`config.mk`:
```
export PLATFORM = sky130hd
export DESIGN_NAME = hc05_spi_master_flat
export DESIGN_NICKNAME = d
export VERILOG_FILES = /design/src/rtl/hc05_spi_master_if.sv /design/src/rtl/hc05_spi_master.sv /design/src/flat_wrapper.sv
export SDC_FILE = /design/constraint.sdc
export NUM_CORES = 1
export LEC_CHECK = 0
export CAP_MARGIN = 20
export CORE_ASPECT_RATIO = 1.2
export CORE_MARGIN = 3
export CORE_UTILIZATION = 45
export CTS_BUF_LIST = sky130_fd_sc_hd__clkbuf_16
export DETAILED_ROUTE_END_ITERATION = 10
export PLACE_DENSITY = 0.66
export SLEW_MARGIN = 20
export SYNTH_ARGS = -nofsm -noshare
export SYNTH_HDL_FRONTEND = slang
export SYNTH_SLANG_ARGS = --single-unit
```
`constraint.sdc`:
```
create_clock -name clk30 -period 5.1 [get_ports clk30]
set_input_delay 1.02 -clock clk30 [delete_from_list [all_inputs] [get_ports clk30]]
set_output_delay 1.02 -clock clk30 [all_outputs]
set_load 0.05 [all_outputs]
```
`src/rtl/hc05_spi_master_if.sv`:
```
// hc05_spi_master_if: 6805 register-bus connection for the $000A-$000C SPI block.
//   bus_sel  : address decoded into the SPI window (wrapper decode)
//   bus_addr : 0=SPCR 1=SPSR 2=SPDR 3=unused
//   bus_wr   : write strobe, active-high
//   bus_din  : write data from the core
//   bus_dout : read data back to the core
// master modport = CPU/wrapper side, slave modport = SPI block side.
interface hc05_spi_master_if;
  logic       bus_sel;
  logic [1:0] bus_addr;
  logic       bus_wr;
  logic [7:0] bus_din;
  logic [7:0] bus_dout;

  modport master (output bus_sel, output bus_addr, output bus_wr, output bus_din,
                  input  bus_dout);
  modport slave  (input  bus_sel, input  bus_addr, input  bus_wr, input  bus_din,
                  output bus_dout);
endinterface

```
`src/rtl/hc05_spi_master.sv`:
```
// hc05_spi_master: 68HC05-style SPI master (SPCR/SPSR/SPDR at $000A-$000C).
// One SPDR write shifts one byte out on mosi (MSB first) and one byte in from miso.
// Ports:
//   clk30  : system clock
//   reset  : synchronous active-high reset
//   clken  : 6805 E-clock enable, all state advances only when high
//   bus    : register bus (slave modport of hc05_spi_master_if)
//   sck    : SPI clock, idles at CPOL
//   mosi   : serial data out
//   miso   : serial data in (already synchronised by the wrapper)
//   ss_n   : slave-select input, low while master-enabled signals a mode fault
//   irq    : SPIE & (SPIF | MODF), level
module hc05_spi_master #(
  parameter int unsigned DIV0 = 2,
  parameter int unsigned DIV1 = 4,
  parameter int unsigned DIV2 = 16,
  parameter int unsigned DIV3 = 32
) (
  input  logic                     clk30,
  input  logic                     reset,
  input  logic                     clken,
  hc05_spi_master_if.slave         bus,
  output logic                     sck,
  output logic                     mosi,
  input  logic                     miso,
  input  logic                     ss_n,
  output logic                     irq
);

  localparam logic [1:0] ST_IDLE = 2'd0;
  localparam logic [1:0] ST_XFER = 2'd1;
  localparam logic [1:0] ST_DONE = 2'd2;

  // Half SCK period minus one, as terminal count for hcnt.
  localparam logic [7:0] HALF0 = 8'(DIV0 / 2 - 1);
  localparam logic [7:0] HALF1 = 8'(DIV1 / 2 - 1);
  localparam logic [7:0] HALF2 = 8'(DIV2 / 2 - 1);
  localparam logic [7:0] HALF3 = 8'(DIV3 / 2 - 1);

  logic [1:0] state_q, state_d;
  logic [7:0] spcr_q, spcr_d;
  logic       spif_q, spif_d;
  logic       wcol_q, wcol_d;
  logic       modf_q, modf_d;
  logic       arm_q, arm_d;
  logic [7:0] rxbuf_q, rxbuf_d;
  logic [7:0] shreg_q, shreg_d;
  logic       rbit_q, rbit_d;
  logic [3:0] ecnt_q, ecnt_d;
  logic [7:0] hcnt_q, hcnt_d;
  logic [7:0] half_q, half_d;
  logic       cpha_q, cpha_d;
  logic       sck_q, sck_d;
  logic       mosi_q, mosi_d;

  logic acc, spcr_wr, spsr_rd, spdr_acc, spdr_wr, run_ok;

  always_comb begin
    state_d  = state_q;
    spcr_d   = spcr_q;
    spif_d   = spif_q;
    wcol_d   = wcol_q;
    modf_d   = modf_q;
    arm_d    = arm_q;
    rxbuf_d  = rxbuf_q;
    shreg_d  = shreg_q;
    rbit_d   = rbit_q;
    ecnt_d   = ecnt_q;
    hcnt_d   = hcnt_q;
    half_d   = half_q;
    cpha_d   = cpha_q;
    sck_d    = sck_q;
    mosi_d   = mosi_q;
    acc      = clken & bus.bus_sel;
    spcr_wr  = acc & bus.bus_wr & (bus.bus_addr == 2'd0);
    spsr_rd  = acc & ~bus.bus_wr & (bus.bus_addr == 2'd1);
    spdr_acc = acc & (bus.bus_addr == 2'd2);
    spdr_wr  = spdr_acc & bus.bus_wr;
    run_ok   = 1'b0;

    if (clken) begin
      // Flag-clear latch: armed by an SPSR read that saw a flag, consumed by
      // the next access. Flag sets below are ordered after, so set wins.
      if (arm_q && spdr_acc) begin
        spif_d = 1'b0;
        wcol_d = 1'b0;
      end
      if (arm_q && spcr_wr) modf_d = 1'b0;
      if (acc) arm_d = spsr_rd & (spif_q | wcol_q | modf_q);

      if (spcr_wr) spcr_d = bus.bus_din & 8'hDF;
      if (!ss_n && spcr_q[6] && spcr_q[4]) begin
        modf_d    = 1'b1;
        spcr_d[6] = 1'b0;
        spcr_d[4] = 1'b0;
      end
      run_ok = spcr_d[6] & spcr_d[4];

      unique case (state_q)
        ST_IDLE: begin
          if (spdr_wr && run_ok) begin
            shreg_d = bus.bus_din;
            ecnt_d  = '0;
            hcnt_d  = '0;
            cpha_d  = spcr_d[2];
            sck_d   = spcr_d[3];
            state_d = ST_XFER;
            unique case (spcr_d[1:0])
              2'd0:    half_d = HALF0;
              2'd1:    half_d = HALF1;
              2'd2:    half_d = HALF2;
              default: half_d = HALF3;
            endcase
            if (!spcr_d[2]) mosi_d = bus.bus_din[7];
          end
        end
        ST_XFER: begin
          if (spdr_wr) wcol_d = 1'b1;
          if (!run_ok) begin
            state_d = ST_IDLE;
          end else if (hcnt_q == half_q) begin
            hcnt_d = '0;
            sck_d  = ~sck_q;
            ecnt_d = ecnt_q + 4'd1;
            // Sampled bit waits in rbit until the shift edge so the
            // outgoing LSB is not overwritten before it is sent.
            if (ecnt_q[0] == cpha_q) begin
              if (ecnt_q == 4'd15) shreg_d = {shreg_q[6:0], miso};
              else                 rbit_d  = miso;
            end else if (ecnt_q == 4'd0) begin
              mosi_d = shreg_q[7];
            end else begin
              shreg_d = {shreg_q[6:0], rbit_q};
              if (ecnt_q != 4'd15) mosi_d = shreg_q[6];
            end
            if (ecnt_q == 4'd15) state_d = ST_DONE;
          end else begin
            hcnt_d = hcnt_q + 8'd1;
          end
        end
        ST_DONE: begin
          rxbuf_d = shreg_q;
          spif_d  = 1'b1;
          state_d = ST_IDLE;
        end
        default: state_d = ST_IDLE;
      endcase
    end
  end

  always_ff @(posedge clk30) begin
    if (reset) begin
      state_q <= ST_IDLE;
      spcr_q  <= '0;
      spif_q  <= 1'b0;
      wcol_q  <= 1'b0;
      modf_q  <= 1'b0;
      arm_q   <= 1'b0;
      rxbuf_q <= '0;
      shreg_q <= '0;
      rbit_q  <= 1'b0;
      ecnt_q  <= '0;
      hcnt_q  <= '0;
      half_q  <= '0;
      cpha_q  <= 1'b0;
      sck_q   <= 1'b0;
      mosi_q  <= 1'b0;
    end else begin
      state_q <= state_d;
      spcr_q  <= spcr_d;
      spif_q  <= spif_d;
      wcol_q  <= wcol_d;
      modf_q  <= modf_d;
      arm_q   <= arm_d;
      rxbuf_q <= rxbuf_d;
      shreg_q <= shreg_d;
      rbit_q  <= rbit_d;
      ecnt_q  <= ecnt_d;
      hcnt_q  <= hcnt_d;
      half_q  <= half_d;
      cpha_q  <= cpha_d;
      sck_q   <= sck_d;
      mosi_q  <= mosi_d;
    end
  end

  // Outside XFER sck follows the live CPOL bit.
  assign sck  = (state_q == ST_XFER) ? sck_q : spcr_q[3];
  assign mosi = mosi_q;
  assign irq  = spcr_q[7] & (spif_q | modf_q);

  always_comb begin
    unique case (bus.bus_addr)
      2'd0:    bus.bus_dout = spcr_q;
      2'd1:    bus.bus_dout = {spif_q, wcol_q, 1'b0, modf_q, 4'b0000};
      2'd2:    bus.bus_dout = rxbuf_q;
      default: bus.bus_dout = '0;
    endcase
  end

endmodule

```
`src/flat_wrapper.sv`:
```
// flat-port wrapper written by rule: the top's interface ports become plain ports
module hc05_spi_master_flat 
#(
  parameter int unsigned DIV0 = 2,
  parameter int unsigned DIV1 = 4,
  parameter int unsigned DIV2 = 16,
  parameter int unsigned DIV3 = 32
)
  (clk30, reset, clken, sck, mosi, miso, ss_n, irq, bus_bus_sel, bus_bus_addr, bus_bus_wr, bus_bus_din, bus_bus_dout);
  hc05_spi_master_if bus_i ();
  input  logic clk30;
  input  logic reset;
  input  logic clken;
  output logic sck;
  output logic mosi;
  input  logic miso;
  input  logic ss_n;
  output logic irq;
  input wire logic [$bits(bus_i.bus_sel)-1:0] bus_bus_sel;
  input wire logic [$bits(bus_i.bus_addr)-1:0] bus_bus_addr;
  input wire logic [$bits(bus_i.bus_wr)-1:0] bus_bus_wr;
  input wire logic [$bits(bus_i.bus_din)-1:0] bus_bus_din;
  output wire logic [$bits(bus_i.bus_dout)-1:0] bus_bus_dout;
  assign bus_i.bus_sel = bus_bus_sel;
  assign bus_i.bus_addr = bus_bus_addr;
  assign bus_i.bus_wr = bus_bus_wr;
  assign bus_i.bus_din = bus_bus_din;
  assign bus_bus_dout = bus_i.bus_dout;
  hc05_spi_master #(.DIV0(DIV0), .DIV1(DIV1), .DIV2(DIV2), .DIV3(DIV3)) u_core (.clk30(clk30), .reset(reset), .clken(clken), .bus(bus_i), .sck(sck), .mosi(mosi), .miso(miso), .ss_n(ss_n), .irq(irq));
endmodule
```
-- Word level (Yosys, flattened, before mapping)
Cells that the tools add are included.
- word-level logic and storage cells: 128
- input bits: 17
- output and inout bits: 11
- register bits: 54
- equality and inequality tests: 21
- bitwise logic cells: 16
- add/sub/neg operators: 2
- mux-type cells: 48
- reduce and logical (&&, ||, !) cells: 25
- operator list (operator ; count):
    8-bit two-way mux ; 11
    8-bit case mux with 2 select lines ; 2
    8-bit case mux with 3 select lines ; 1
    1-bit two-way mux ; 22
    4-bit two-way mux ; 3
    4-bit case mux with 3 select lines ; 1
    1-bit bitwise AND ; 10
    2-bit AND reduction ; 5
    3-bit inequality test (second input constant) ; 3
    8-bit by 1-bit adder with 8-bit output (second input constant) ; 1
    8-bit equality test ; 1
    2-bit two-way mux ; 4
    2-bit by 1-bit inequality test with 1-bit output (second input constant) ; 4
    4-bit case mux with 2 select lines ; 1
    4-bit AND reduction ; 2
    8-bit AND reduction ; 1
    7-bit AND reduction ; 1
    2-bit by 1-bit equality test with 1-bit output (second input constant) ; 3
    2-bit equality test (second input constant) ; 3
    2-bit zero test ; 3
    6-bit AND reduction ; 1
    2-bit nonzero test ; 3
    1-bit logical AND ; 5
    5-bit AND reduction ; 1
    other kinds (14) ; 20

-- Longest topological paths before layout
Gate-level depths: netlist of run 1.
- depth after elaboration: 11
- mapped depth: 8
- gate-level depth less buffers: 7

-- Worst setup path after synthesis of run 1
Ideal clock, no wire load.
- kind: input-to-output
- start: input port bus_bus_addr[1]
- end: output port bus_bus_dout[4]
- stages on the path: 4
- slack: 1.291 ns
- required time: 4.080 ns
- arrival: 2.789 ns
- path buffers: 2
- cells stage by stage: buf_2 > buf_1 > mux2i_1 > o21ai_0
- longest elaborated chain between the ends: 2
- elaborated cells between the ends (all ways): 4
- those cells by class: 2 x eq/ne; 1 x mux; 1 x reduce/logical
- ends and longest elaborated chain (item ; RTL line ; source):
    from (decl) ; flat_wrapper.sv:20 ; input wire logic [$bits(bus_i.bus_addr)-1:0] bus_bus_addr;
    2-bit equality test (tied with other cells) ; hc05_spi_master.sv:193 ; unique case (bus.bus_addr)
    8-bit case mux with 3 select lines (*) ; hc05_spi_master.sv:193 ;
    to (decl) ; flat_wrapper.sv:23 ; output wire logic [$bits(bus_i.bus_dout)-1:0] bus_bus_dout;
Mark *: on every way between the ends. The rest lies on a longest branch, timed or not.

-- Worst setup path after layout of run 1
- start: input port bus_bus_addr[1]
- end: output port bus_bus_dout[0]
The elaborated chain is that of the path after synthesis.

==> results of run 1 <==
path summary, 6_finish.rpt:
check	startpoint	endpoint	slack [ps]	cells after the start
setup reg to reg	u_core.hcnt_q[5]$_SDFFE_PP0P_	u_core.ecnt_q[3]$_SDFFE_PP0P_	2520	5
hold reg to reg	u_core.mosi$_SDFFE_PP0P_	u_core.mosi$_SDFFE_PP0P_	480	2
setup / recovery	bus_bus_addr[1]	bus_bus_dout[0]	1070	5
hold / removal	u_core.mosi$_SDFFE_PP0P_	u_core.mosi$_SDFFE_PP0P_	480	2
through the flow:
step	instance area, um^2	hold WS [ps]	setup WS, ps
floorplan	2561	455.2	1291
global placement	2855	466.4	1062
detailed placement	2855	471.2	1055
CTS	3023	480.4	1050
global route	3023	516.4	884.3
finish	3023	480.1	1074
cell type report:
cell class / count / area (um^2) / share of cell area
Clock buffer: 5 / 125.1 / 0.04139
Clock inverter: 3 / 42.54 / 0.01407
Inverter: 7 / 26.28 / 0.008692
Multi-Input combinational cell: 238 / 1503 / 0.4971
Sequential cell: 48 / 960.9 / 0.3179
Tap cell: 62 / 77.57 / 0.02566
Timing Repair Buffer: 30 / 287.8 / 0.09520
cell usage in the layout, fill, tap and decap left out, types with 3 or more instances in the layout:
cell,instances
sky130_fd_sc_hd__nor2b_1,4
sky130_fd_sc_hd__nand4_1,3
sky130_fd_sc_hd__nor2_1,33
sky130_fd_sc_hd__or4_1,5
sky130_fd_sc_hd__clkbuf_16,5
sky130_fd_sc_hd__or3_1,4
sky130_fd_sc_hd__mux2i_1,20
sky130_fd_sc_hd__dfxtp_1,48
sky130_fd_sc_hd__a21oi_1,27
sky130_fd_sc_hd__o21ai_0,21
sky130_fd_sc_hd__nand2b_1,3
sky130_fd_sc_hd__nand4b_1,3
sky130_fd_sc_hd__o31ai_1,3
sky130_fd_sc_hd__nand2_1,34
sky130_fd_sc_hd__inv_1,7
sky130_fd_sc_hd__xnor2_1,3
sky130_fd_sc_hd__nor3_1,8
sky130_fd_sc_hd__nand3_1,8
sky130_fd_sc_hd__and3_1,4
sky130_fd_sc_hd__ha_1,3
sky130_fd_sc_hd__clkdlybuf4s50_1,26
sky130_fd_sc_hd__buf_4,3
sky130_fd_sc_hd__a311oi_1,3
sky130_fd_sc_hd__a211o_1,7
tightest hold or removal path: stages (launching register included):
cell and delay [ps]:
sky130_fd_sc_hd__dfxtp_1 310, sky130_fd_sc_hd__o21ai_0 70, sky130_fd_sc_hd__a21oi_1 60
report_power, final:
group	switching (uW)	internal (uW)	leakage, uW
logic	23.5	17.6	0.000603
registers	0.771	375	0.000387
clock network	142	230	0.0000798
total	166	623	0.00107
kinds of logic after synthesis:
group,count (synthesis),share of synthesized area
compound gates,84,0.2218
flops,48,0.3752
mux,22,0.08696
fa+ha+maj,3,0.01466
xor+xnor,4,0.01368
simple gates,125,0.2496
buf+inv,24,0.03811
state kept, by name, indices dropped and copies added (netlist names):
signal,flops
u_core.state_q,2
u_core.arm_q,1
u_core.wcol_q,1
u_core.rxbuf_q,8
u_core.mosi,1
u_core.hcnt_q,8
u_core.half_q,3
u_core.sck_q,1
u_core.cpha_q,1
u_core.spif_q,1
u_core.spcr_q,7
u_core.ecnt_q,4
u_core.rbit_q,1
u_core.shreg_q,8
u_core.modf_q,1
routing by layer:
metal	wire [um]	share of wire
met4	136	0.021
met3	219	0.035
met5	0	0
met2	3127	0.49
met1	2851	0.45
==> qor.tcl, run 1 <==
set qor(setup_viol) 0
set qor(hold_path_class) {reg -> reg}
set qor(via_count_of_the_first_global_routing_pass) 2175
set qor(worst-path-max-fanout) 9
set qor(routed_wire_length_per_instance_um) 16.11
set qor(starting_utilization_of_the_core_area) 0.4737
set qor(drt-initial-drc-count) 156
set qor(finalWeightedCongestion) 0.8295
set qor(totalNegativeSetupSlack_ps) 0
set qor(tightest_slew_ps) 996.0
set qor(numPlacedInstances) 385
set qor(power.ir.vdd_worst_uv) 145.3
set qor(postRouteAntennaNets) 0
set qor(clock_sink_count) 48
set qor(cap_violations) 0
set qor(post_synthesis_instance_total) 310
set qor(nNetsFinal) 350
set qor(worst_setup_hold_path_clk_slew_ps) 60
set qor(cell_breakdown_of_the_critical_path) {clkdlybuf4s50_1 -> buf_4 -> mux2i_1 -> nor2_1 -> clkdlybuf4s50_1}
set qor(synth-edff-count) 0
set qor(area_growth_from_synthesis_to_layout_pct) 18.03
set qor(cts_hold_repair.buffers) 0
set qor(critical_path.slowest_cell) {sky130_fd_sc_hd__clkdlybuf4s50_1}
set qor(netlist_top_cells_count) {sky130_fd_sc_hd__dfxtp_1, sky130_fd_sc_hd__nand2_1, sky130_fd_sc_hd__nor2_1}
set qor(cts_post_setup_buffers_inserted) 0
set qor(maximum_single_stage_delay_on_the_critical_path_ps) 820
set qor(grt_max_degree) 52
set qor(grt.overflow.total) 0
set qor(drc) 0
set qor(clk_path_buf_depth) 2
set qor(count_of_antenna_diodes_in_the_layout) 0
set qor(cts_tree) {built}
set qor(p_total_uw) 789.4
set qor(vias) 2331
set qor(finClkSkew_ps) 5.338
set qor(most_area_consuming_cells_after_synthesis) {sky130_fd_sc_hd__dfxtp_1, sky130_fd_sc_hd__mux2i_1, sky130_fd_sc_hd__a21oi_1, sky130_fd_sc_hd__nand2_1, sky130_fd_sc_hd__nor2_1}
set qor(die_height_um) 88.65
set qor(die-area_um2) 6637
set qor(dpl.hpwl_um) 4512
set qor(hold_viol_final) 0
set qor(setup.worst_path.end_class) {output pin}
set qor(syn_area_per_cell_um2) 8.262
set qor(antenna_found_initial) 0
set qor(timing.final.crit_period_ps) 4026
set qor(globalRouteMet1Util) 0.2554
set qor(globalRouteMet2Util) 0.3407
set qor(post-route-period-util) 0.7894
set qor(cp.buffers_inverters) 3
set qor(avgViaCountPerCell) 5.931
set qor(worstPathArrival_ps) 3010
set qor(slew_viol_final) 0
set qor(cts-root-buf) {sky130_fd_sc_hd__clkbuf_16}
set qor(most_repeated_cell_in_the_gate_level_netlist_after_synthesis) {sky130_fd_sc_hd__dfxtp_1}
set qor(syn_area_um2) 2561
set qor(first_pass_grt_wire_length_um) 10430
set qor(yosys_most_used_dff) {sky130_fd_sc_hd__dfxtp_1}
set qor(cts-resized-gates) 0
set qor(worst_path_most_repeated_cell) {sky130_fd_sc_hd__clkdlybuf4s50_1}
set qor(final_layout_size_suffix_gt1_frac) 0.07553
set qor(synth_fp_nets) 330
set qor(number_of_buffers_inserted_by_port_buffering) 27
set qor(ctsHtreeMaxLevel) 2
set qor(ys_types) 57
set qor(detailedRoute.firstPassIterationCount) 4
set qor(post-synth-top-area-fraction) 0.3752
set qor(tritoncts.num_buffers) 5
set qor(path_delay_family) {buffers and inverters}
set qor(ws_path_type) {in -> out}
set qor(grt.busiest_layer) {met2}
set qor(row_count) 29
set qor(instances_no_fill) 393
set qor(layout.filler_cells) 532
set qor(critical_path.startpoint_type) {input port}
set qor(clkLatencyLatePin_ps) 290
set qor(met3_track_usage_gr) 0.03182
set qor(part_of_the_yosys_area_used_for_sequential_elements) 0.3752
set qor(grt_setup_unrepaired) {false}
set qor(synth-async-reset-ratio) 0
set qor(ys_ff_latch) 48
set qor(yosysWarningCount) 0
set qor(core_area_um2) 5406
set qor(power.static_leakage_uw) 0.001069
set qor(critPathRequiredTime_ps) 4080
set qor(groute.usage.overall) 0.2012
set qor(relSlewSlack) 0.3360
set qor(finished_core_util) 0.5591
set qor(die-width_um) 74.87
set qor(power-per-cell-area_nw_per_um2) 261.1
set qor(detail_route.wirelength_um) 6333
set qor(run_status) {complete, no violations}
set qor(pin_count) 28
set qor(fmax_mhz) 248.4
set qor(synth_largest_area_cell) {sky130_fd_sc_hd__dfxtp_1}
(Power assumes the default switching activity.)
==> inputs of run 2 (changes only) <==
Clock period 5.1 ns to 3.9 ns, I/O delays scaled along.
==> run 2 against run 1 <==
Against the previous run:
- core utilization decreased by 0.093 points
- highest routed layer unchanged
- power increased by 31%
- clock-buffer cell count stayed put
- final cell count rose by 0.51%
- combinational power grew 32%
- clock skew up 2.1 ps
- setup slack got worse by 310 ps
- die area did not move
- clock power increased by 32%
- register-to-register slack worse by 1000 ps
- via count increased by 0.47%
- sequential power rose by 31%
==> qor.tcl, run 2 (same netlist as run 1, synthesis figures left out) <==
set qor(met3_track_usage_gr) 0.02727
set qor(cts_hold_repair.buffers) 0
set qor(relSlewSlack) 0.3757
set qor(row_count) 29
set qor(biggestRegsByFlops) {u_core.hcnt_q x8, u_core.rxbuf_q x8, u_core.shreg_q x8}
set qor(via_count_of_the_first_global_routing_pass) 2185
set qor(register_area_um2) 960.9
set qor(ctsHtreeMaxLevel) 2
set qor(timing.final.crit_period_ps) 3135
set qor(ws_path_type) {in -> reg}
set qor(power.static_leakage_uw) 0.001096
set qor(core_area_um2) 5406
set qor(r2r_start) {u_core.hcnt_q[5]$_SDFFE_PP0P_}
set qor(postRouteAntennaNets) 0
set qor(groute.usage.overall) 0.2044
set qor(routed_wire_length_per_instance_um) 16.14
set qor(avgViaCountPerCell) 5.929
set qor(cts_tree) {built}
set qor(worst_setup_hold_path_clk_slew_ps) 60
set qor(total_switching_power_uw) 221.6
set qor(cp-endpoint) {u_core.ecnt_q[3]$_SDFFE_PP0P_}
set qor(placement.cell_area_um2) 2850
set qor(p_total_uw) 1037
set qor(grt.busiest_layer) {met2}
set qor(count_of_antenna_diodes_in_the_layout) 0
set qor(swShare) 0.2136
set qor(area_growth_from_synthesis_to_layout_pct) 17.83
set qor(finalWeightedCongestion) 0.8971
set qor(antenna_found_initial) 0
set qor(clkLatencyLatePin_ps) 290
set qor(vias) 2342
set qor(setup.worst_path.end_class) {register}
set qor(cts_post_setup_buffers_inserted) 0
set qor(final_layout_size_suffix_gt1_frac) 0.1051
set qor(startpoint) {bus_bus_addr[0]}
set qor(detail_route.wirelength_um) 6374
set qor(slew_viol_final) 0
set qor(power-per-cell-area_nw_per_um2) 343.7
set qor(clock_sink_count) 48
set qor(totalNegativeSetupSlack_ps) 0
set qor(tightest_slew_ps) 936.4
set qor(cap_violations) 0
set qor(final_design_area_no_fill_um2) 3018
set qor(pin_count) 28
set qor(power.share.sequential) 0.474
set qor(critical_path.startpoint_type) {input port}
set qor(portion_of_total_power_attributed_to_combinational_logic) 0.052
set qor(die-area_um2) 6637
set qor(final_common_cell) {sky130_fd_sc_hd__dfxtp_1}
set qor(internal_power_uw) 815.8
set qor(critPathRequiredTime_ps) 4110
set qor(grt_max_degree) 52
set qor(drt-initial-drc-count) 129
set qor(detailedRoute.firstPassIterationCount) 4
set qor(multi_input_comb_area_um2) 1503
set qor(whs_path_depth) 2
set qor(globalRouteMet1Util) 0.2701
set qor(grt_setup_unrepaired) {false}
set qor(starting_utilization_of_the_core_area) 0.4737
set qor(fmax_mhz) 319.0
set qor(layout.filler_cells) 494
set qor(power.ir.vdd_worst_uv) 172.3
set qor(setup_viol) 0
set qor(post-route-period-util) 0.8039
set qor(hold_viol_final) 0
set qor(run_status) {complete, no violations}
set qor(finClkSkew_ps) 7.419
set qor(dpl.hpwl_um) 4529
set qor(drc) 0
set qor(layout.cells.most_common_list) {sky130_fd_sc_hd__dfxtp_1, sky130_fd_sc_hd__nand2_1, sky130_fd_sc_hd__nor2_1}
set qor(cts-resized-gates) 0
set qor(globalRouteMet2Util) 0.3447
set qor(rr_endpoint) {u_core.ecnt_q[3]$_SDFFE_PP0P_}
set qor(r2r_setup_slack_ps) 1480
set qor(worstPathArrival_ps) 3350
set qor(first_pass_grt_wire_length_um) 10570
set qor(r2r.worst_path.cells) 5
set qor(die-width_um) 74.87
set qor(clk_path_buf_depth) 2
set qor(die_height_um) 88.65
set qor(nNetsFinal) 352
set qor(worst-path-max-fanout) 24
set qor(grt.overflow.total) 0
set qor(cts-root-buf) {sky130_fd_sc_hd__clkbuf_16}
set qor(hold_path_class) {reg -> reg}
set qor(finalHoldWorstSlack_ps) 486.5
set qor(number_of_buffers_inserted_by_port_buffering) 27
set qor(tritoncts.num_buffers) 5
set qor(power.share.clock) 0.473
==> run 2: cell count changes in the layout (fill, tap and decap cells not counted) <==
cell and change:
sky130_fd_sc_hd__buf_4 +10, sky130_fd_sc_hd__clkdlybuf4s50_1 -8
==> run 2: stage by stage <==
step                      worst slack (ps)  instances  utilization
after detailed placement             483.1        387       0.5272
after CTS                            758.5        395       0.5582
final                                764.9        395       0.5582
after global placement               536.6        387       0.5272
after global routing                 550.4        395       0.5582
after floorplan                      570.9        310            -
==> run 2: power by group through the flow <==
stage | clock network, uW | registers [uW] | logic, uW
3_3_place_gp | 0 | 503 | 54.3
4_1_cts | 496 | 492 | 54.4
5_1_grt | 516 | 492 | 59.1
6_report | 491 | 492 | 54.3
3_5_place_dp | 0 | 503 | 54.2
2_1_floorplan | 0 | 503 | 27.0
==> run 2: how the worst min path moves through the flow <==
stage | startpoint | end
after floorplan | u_core.sck_q$_SDFFE_PP0P_ | u_core.sck_q$_SDFFE_PP0P_
after global placement | u_core.mosi$_SDFFE_PP0P_ | u_core.mosi$_SDFFE_PP0P_
after detailed placement | u_core.mosi$_SDFFE_PP0P_ | u_core.mosi$_SDFFE_PP0P_
after CTS | u_core.mosi$_SDFFE_PP0P_ | u_core.mosi$_SDFFE_PP0P_
after global routing | u_core.mosi$_SDFFE_PP0P_ | u_core.mosi$_SDFFE_PP0P_
final | u_core.mosi$_SDFFE_PP0P_ | u_core.mosi$_SDFFE_PP0P_
==> run 2: routing by layer <==
metal	wire length [um]	share of wire	vias up
li1	-	-	1171
met2	3238	0.51	35
met3	199	0.031	2
met4	31	0.0049	0
met5	0	0	-
met1	2904	0.46	1134
==> run 2: critical path: stages <==
cell and delay, ps:
sky130_fd_sc_hd__clkdlybuf4s50_1 580, sky130_fd_sc_hd__and4b_4 450, sky130_fd_sc_hd__and4_1 380, sky130_fd_sc_hd__o221ai_2 420, sky130_fd_sc_hd__or4_1 590, sky130_fd_sc_hd__a21oi_1 140
==> run 2: layout make-up <==
cell class / count / area share
Clock buffer: 5 / 0.04146
Multi-Input combinational cell: 238 / 0.4979
Sequential cell: 48 / 0.3184
Timing Repair Buffer: 32 / 0.09370
Clock inverter: 3 / 0.01410
Inverter: 7 / 0.008706
Tap cell: 62 / 0.02570
